File: src/rtl/count_enable_gen_pkg.sv
// Shared definitions for the push-button count-enable front end:
// default timing parameters and the FSM state encoding. The bench imports
// this package too, so state checks use the same encodings as the RTL.
package count_enable_gen_pkg;

  localparam int unsigned DEB_CYCLES_DEF  = 4;
  localparam int unsigned HOLD_CYCLES_DEF = 8;
  localparam int unsigned PRESCALE_DEF    = 5;
  localparam int unsigned CNT_W_DEF       = 16;

  // state       | meaning
  // ST_IDLE     | button released and stable
  // ST_PRESS_DB | candidate press, waiting for DEB_CYCLES stable highs
  // ST_PRESSED  | press accepted, timing toward hold-to-clear
  // ST_HELD     | long press already reported, waiting for release
  // ST_REL_DB   | candidate release, waiting for DEB_CYCLES stable lows
  typedef enum logic [2:0] {
    ST_IDLE     = 3'd0,
    ST_PRESS_DB = 3'd1,
    ST_PRESSED  = 3'd2,
    ST_HELD     = 3'd3,
    ST_REL_DB   = 3'd4
  } btn_state_e;

endpackage

File: src/rtl/count_enable_gen_sync2.sv
// Two-flop synchroniser for the asynchronous push-button input.
module count_enable_gen_sync2 (
  input  logic clock,
  input  logic clear,
  input  logic d,
  output logic q
);

  logic r_meta;
  logic r_sync;

  // Shift the raw input through two flops; both clear to 0.
  always_ff @(posedge clock or negedge clear) begin
    if (!clear) begin
      r_meta <= 1'b0;
      r_sync <= 1'b0;
    end else begin
      r_meta <= d;
      r_sync <= r_meta;
    end
  end

  assign q = r_sync;

endmodule

File: src/rtl/count_enable_gen.sv
// Button / auto-mode front end for the 4-bit JK counter. Debounces the
// push-button into single-cycle count_enable pulses, fires sync_clear on a
// long press, and in auto mode emits count_enable every PRESCALE cycles.
// Parameters must satisfy DEB_CYCLES, HOLD_CYCLES, PRESCALE >= 2 and < 2**CNT_W.
module count_enable_gen
  import count_enable_gen_pkg::*;
#(
  parameter int unsigned DEB_CYCLES  = DEB_CYCLES_DEF,
  parameter int unsigned HOLD_CYCLES = HOLD_CYCLES_DEF,
  parameter int unsigned PRESCALE    = PRESCALE_DEF,
  parameter int unsigned CNT_W       = CNT_W_DEF
) (
  input  logic clock,
  input  logic clear,
  input  logic btn_raw,
  input  logic auto_mode,
  output logic count_enable,
  output logic sync_clear,
  output logic btn_level
);

  localparam logic [CNT_W-1:0] DEB_LAST   = CNT_W'(DEB_CYCLES - 1);
  localparam logic [CNT_W-1:0] HOLD_LAST  = CNT_W'(HOLD_CYCLES - 1);
  localparam logic [CNT_W-1:0] PRESC_LAST = CNT_W'(PRESCALE - 1);
  localparam logic [CNT_W-1:0] CNT_ONE    = CNT_W'(1);

  btn_state_e       r_state;
  logic [CNT_W-1:0] r_deb_cnt;
  logic [CNT_W-1:0] r_hold_cnt;
  logic [CNT_W-1:0] r_presc;
  logic             r_count_enable;
  logic             r_sync_clear;
  logic             r_btn_level;

  logic w_btn_s;
  logic w_press_fire;
  logic w_hold_fire;
  logic w_presc_wrap;

  count_enable_gen_sync2 u_sync (
    .clock (clock),
    .clear (clear),
    .d     (btn_raw),
    .q     (w_btn_s)
  );

  // Events resolved this cycle; the counters stop at their terminal values
  // because the FSM leaves the counting state on the same edge.
  assign w_press_fire = (r_state == ST_PRESS_DB) && w_btn_s && (r_deb_cnt == DEB_LAST);
  assign w_hold_fire  = (r_state == ST_PRESSED) && w_btn_s && (r_hold_cnt == HOLD_LAST);
  assign w_presc_wrap = auto_mode && (r_presc == PRESC_LAST);

  // Debounce / hold FSM with its counters and the registered button level.
  always_ff @(posedge clock or negedge clear) begin
    if (!clear) begin
      r_state     <= ST_IDLE;
      r_deb_cnt   <= '0;
      r_hold_cnt  <= '0;
      r_btn_level <= 1'b0;
    end else begin
      case (r_state)
        ST_IDLE: begin
          if (w_btn_s) begin
            r_state   <= ST_PRESS_DB;
            r_deb_cnt <= '0;
          end
        end
        ST_PRESS_DB: begin
          if (!w_btn_s) begin
            r_state <= ST_IDLE;
          end else if (r_deb_cnt == DEB_LAST) begin
            r_state     <= ST_PRESSED;
            r_hold_cnt  <= '0;
            r_btn_level <= 1'b1;
          end else begin
            r_deb_cnt <= r_deb_cnt + CNT_ONE;
          end
        end
        ST_PRESSED: begin
          if (!w_btn_s) begin
            r_state   <= ST_REL_DB;
            r_deb_cnt <= '0;
          end else if (r_hold_cnt == HOLD_LAST) begin
            r_state <= ST_HELD;
          end else begin
            r_hold_cnt <= r_hold_cnt + CNT_ONE;
          end
        end
        ST_HELD: begin
          if (!w_btn_s) begin
            r_state   <= ST_REL_DB;
            r_deb_cnt <= '0;
          end
        end
        ST_REL_DB: begin
          // A re-press while the release is still bouncing is not a new press.
          if (w_btn_s) begin
            r_state <= ST_HELD;
          end else if (r_deb_cnt == DEB_LAST) begin
            r_state     <= ST_IDLE;
            r_btn_level <= 1'b0;
          end else begin
            r_deb_cnt <= r_deb_cnt + CNT_ONE;
          end
        end
        default: begin
          r_state     <= ST_IDLE;
          r_btn_level <= 1'b0;
        end
      endcase
    end
  end

  // Auto-mode prescaler: idles at 0 outside auto mode, restarts on a clear.
  always_ff @(posedge clock or negedge clear) begin
    if (!clear) begin
      r_presc <= '0;
    end else if (!auto_mode || w_hold_fire || w_presc_wrap) begin
      r_presc <= '0;
    end else begin
      r_presc <= r_presc + CNT_ONE;
    end
  end

  // Output pulses; a clear request suppresses a coincident count pulse.
  always_ff @(posedge clock or negedge clear) begin
    if (!clear) begin
      r_count_enable <= 1'b0;
      r_sync_clear   <= 1'b0;
    end else begin
      r_sync_clear   <= w_hold_fire;
      r_count_enable <= !w_hold_fire && (auto_mode ? w_presc_wrap : w_press_fire);
    end
  end

  assign count_enable = r_count_enable;
  assign sync_clear   = r_sync_clear;
  assign btn_level    = r_btn_level;

endmodule

File: config.mk
export PLATFORM = sky130hd
export DESIGN_NAME = count_enable_gen
export DESIGN_NICKNAME = d
export VERILOG_FILES = /design/src/rtl/count_enable_gen_pkg.sv /design/src/rtl/count_enable_gen_sync2.sv /design/src/rtl/count_enable_gen.sv
export SDC_FILE = /design/constraint.sdc
export NUM_CORES = 1
export LEC_CHECK = 0
export ABC_AREA = 0
export CAP_MARGIN = 30
export CORE_ASPECT_RATIO = 1.4
export CORE_UTILIZATION = 35
export DETAILED_ROUTE_END_ITERATION = 16
export PLACE_DENSITY_LB_ADDON = 0.3
export SYNTH_ARGS = -nofsm -noshare
export SYNTH_HDL_FRONTEND = slang
export SYNTH_SLANG_ARGS = --single-unit
File: constraint.sdc
create_clock -name clock -period 1.9 [get_ports clock]
set_input_delay 0.19 -clock clock [delete_from_list [all_inputs] [get_ports clock]]
set_output_delay 0.19 -clock clock [all_outputs]
set_load 0.02 [all_outputs]
==> impl_results.md <==
* Critical Path Source Type: flip-flop
* Worst-path clk slew at approximately 0.07 ns
* Critical Path RT at ~2.1 ns
* Most frequent cells after synthesis: dfrtp_1 (56), nor2_1 (39), nand2_1 (28)
* Cell area after synthesis at 3070 sq um
* First-pass GRT wire length at 12.60 mm
* Mean post-synth cell area at 9.361 sq um
* Largest net degree at the start of global routing at 24
* Port Buffer Count at 6
* Total grt overflow at 0
* Worst reg2reg startpoint: r_deb_cnt[1]
* Clock Skew at between 0.009 and 0.01 ns
* ANT cells at 0
* Total power at around 3400 uW
* Mapped Nets at 336
* Core outline area at 8558 sq um
* Vias at 2746
* Setup ws final at -0.02817 ns
* Post-synth EDFFs at 0
* HPWL after DPL at roughly 5.3 mm
* Initial antenna violation count at 0
* Failing checks: negative setup slack
* Syn Inst Count at between 300 and 400
* Nets@finish at 404
* Starting Density at between 30% and 40%
* Ports at 7
* Clock power frac at a little under a third
* Synth async-reset ratio at 100.0%
* Layout cells sized above 1 at about a quarter
* Tot GR Track Use at 17.67%
* Fin. Hold Viols at 0
* Leakage power at 0.001787 uW
* Final setup violation count at 2
* Final WL at 7.344 mm
* DRC at 0
* Logic pwr share at 28.5%
* CP max stage cell: dfrtp_1
* Rel. slew slack at between 60% and 70%
* Yosys warnings at 0
* Net Sw Power at 974.9 uW
* Die ar. at 9157 sq um
* CP cell instances: ha_2 > nor3b_1 > nand4_1 > nand4b_1 > buf_6 > a22o_1 > a21o_1
* Fillcell total at between 800 and 900
* Via-per-instance ratio at approximately 5.5
* Register area share after synthesis at 45.64%
* Status: finished, violations left
* CTS sink cnt at 56
* Top cells by area, synth: dfrtp_1 (46%), nor2_1 (4.8%), nand2_1 (3.4%), xor2_1 (3.4%), nand3_1 (3.3%)
* Number of buffers created by CTS at 5
* Worst slew pin tran at 0.5472 ns
* Inst Count DP at 481
* RSZ-0062 raised after global routing: yes
* PD cells at 843.7 nW/um^2
* Final Max Slew Viols at 0
* Distinct cells, synth at 52
* Vias in the first global route at 2644
* Worst-Skew Late Latency at about 0.3 ns
* Area Growth Syn to Fin at 30.07%
* First-pass DRT Iterations at 4
* Fin cells at 502
* Int Power at approximately 2400 uW
* Hold Path Class: in2reg
* DIE HEIGHT at 112.8 um
* Max stage delay on crit path at 0.40 ns
* Achievable Freq at 518.6 MHz
* Critical path's top delay family: simple AND/OR/NAND/NOR gates
* Peak VDD IR at between 0.4 and 0.5 mV
* CP startpoint: r_deb_cnt[1]
* WS Path Type: reg2reg
* Sw Ratio at 28.93%
* Seq pwr share at between 30% and 40%
* H-tree depth reported by CTS at 2
* Worst-path fanout max at 5
* Hold_sp: btn_raw
* Buffer and inverter count on the worst path at 1
* Drt wl/cell at 14.63 um
* Yosys top cell by area: dfrtp_1
* Max-capacitance violation count at 0
* Top_reg_cell synth: dfrtp_1
* Post-DRT Antenna Nets at 0
* FP Rows at 40
* Synth Register Bits at 56
* CP arrival at 2.11 ns
* 1st-iter DRT viols at 130
* CTS tree: built
* Root Buffer: clkbuf_16
* Most frequent cell after synthesis: dfrtp_1
* Clk buf depth at 2
* Fin crit share at 101.5%
* Hold Slack at 0.3400 ns
* Crit end category: flip-flop
* Die X-Extent at approximately 81 um
* Synth top area share at 45.64%
* Final worst path period need at ~1.9 ns
* GPL Wtd Cong at ~0.8
path summary, 6_finish.rpt:
| kind | cells after the start | end | slack [ns] |
|---|---|---|---|
| max in group asynchronous | 3 | r_state[1] | 0.82 |
| min in group asynchronous | 2 | r_presc[13] | 0.41 |
| worst min register to register | 0 | u_sync.q | 0.36 |
| worst max register to register | 7 | r_deb_cnt[15] | -0.03 |
| worst min-delay path | 1 | u_sync.r_meta | 0.34 |
| worst max-delay path | 7 | r_deb_cnt[15] | -0.03 |
area by class of cell:
class / instances / area [sq um] / area share, %
sequential: 56 / 1401 / 35.09
clock buffer: 5 / 125.1 / 3.133
multi-input combinational: 254 / 1667 / 41.73
inverter: 6 / 22.52 / 0.5639
clock inverter: 3 / 46.29 / 1.159
tap: 105 / 131.4 / 3.289
timing repair buffer: 73 / 600.6 / 15.04
sequential cells by signal (all words and copies together), names as in the netlist:
| signal | flops |
|---|---|
| btn_level | 1 |
| count_enable | 1 |
| r_deb_cnt | 16 |
| r_hold_cnt | 16 |
| r_presc | 16 |
| r_state | 3 |
| sync_clear | 1 |
| u_sync.q | 1 |
| u_sync.r_meta | 1 |
logic make-up after synthesis:
family / after synthesis / synth area share, %
compound gates: 61 / 13.08
xor+xnor: 17 / 4.849
fa+ha+maj: 4 / 1.630
buf+inv: 19 / 2.689
flops: 56 / 45.64
mux: 7 / 2.282
simple gates: 164 / 29.83
cell usage in the layout, fill, tap and decap left out, types with 3 or more instances in the layout:
master,netlist,layout
buf_4,0,60
dfrtp_1,56,56
nor2_1,39,39
nand2_1,28,27
nand3_1,20,20
a21oi_1,19,18
nor3_1,14,14
nand4_1,13,13
xor2_1,12,12
o21ai_0,10,10
and3_1,9,7
mux2i_1,7,7
inv_1,6,6
a22o_1,6,6
a31oi_1,6,6
xnor2_1,5,5
clkbuf_16,0,5
clkdlybuf4s50_1,0,5
and4_1,4,4
a211o_1,4,4
o22a_1,4,4
buf_6,0,4
nor4_1,5,3
or2_2,3,3
nor4_4,1,3
a21o_1,3,3
and2_1,5,3
ha_1,4,3
stage by stage:
stage               worst slack, ns  util (%)  setup TNS (ns)  area (sq um)
CTS                       -0.004635     44.71       -0.007485          3826
floorplan                   0.05783         -               0          3070
finish                     -0.02817     46.67        -0.03977          3994
global route                -0.1213     46.67          -1.721          3994
detailed placement          -0.1003     42.18         -0.5683          3610
global placement           -0.04596     42.18        -0.09283          3610
routing by layer:
layer / share of wire [%] / vias to the layer above / routed length, um / global-route usage (%)
li1: - / 1331 / - / -
met1: 42 / 1355 / 3051 / 21.11
met2: 53 / 45 / 3897 / 31.71
met3: 2.9 / 15 / 213 / 2.823
met4: 2.5 / 0 / 181 / 5.357
met5: 0 / - / 0 / 0
power by group through the flow:
| stage | clock network (uW) | logic, uW | registers [uW] |
|---|---|---|---|
| final | 1070 | 960 | 1340 |
| after global routing | 1150 | 1060 | 1350 |
| after CTS | 1110 | 784 | 1340 |
| after detailed placement | 0 | 770 | 1360 |
| after global placement | 0 | 758 | 1360 |
| after floorplan | 0 | 448 | 1370 |
repair_timing:
item | 4_1_cts | 5_1_grt
buffers inserted | 1 | 11
pin swaps | 1 | 24
cloned | 0 | 1
hold buffers | 1 | 0
endpoints found under the hold margin | 21 | 0
setup endpoints to repair | 18 | 23
resized for setup | 5 | 16
No activity file was read; power rests on OpenSTA's default activity.
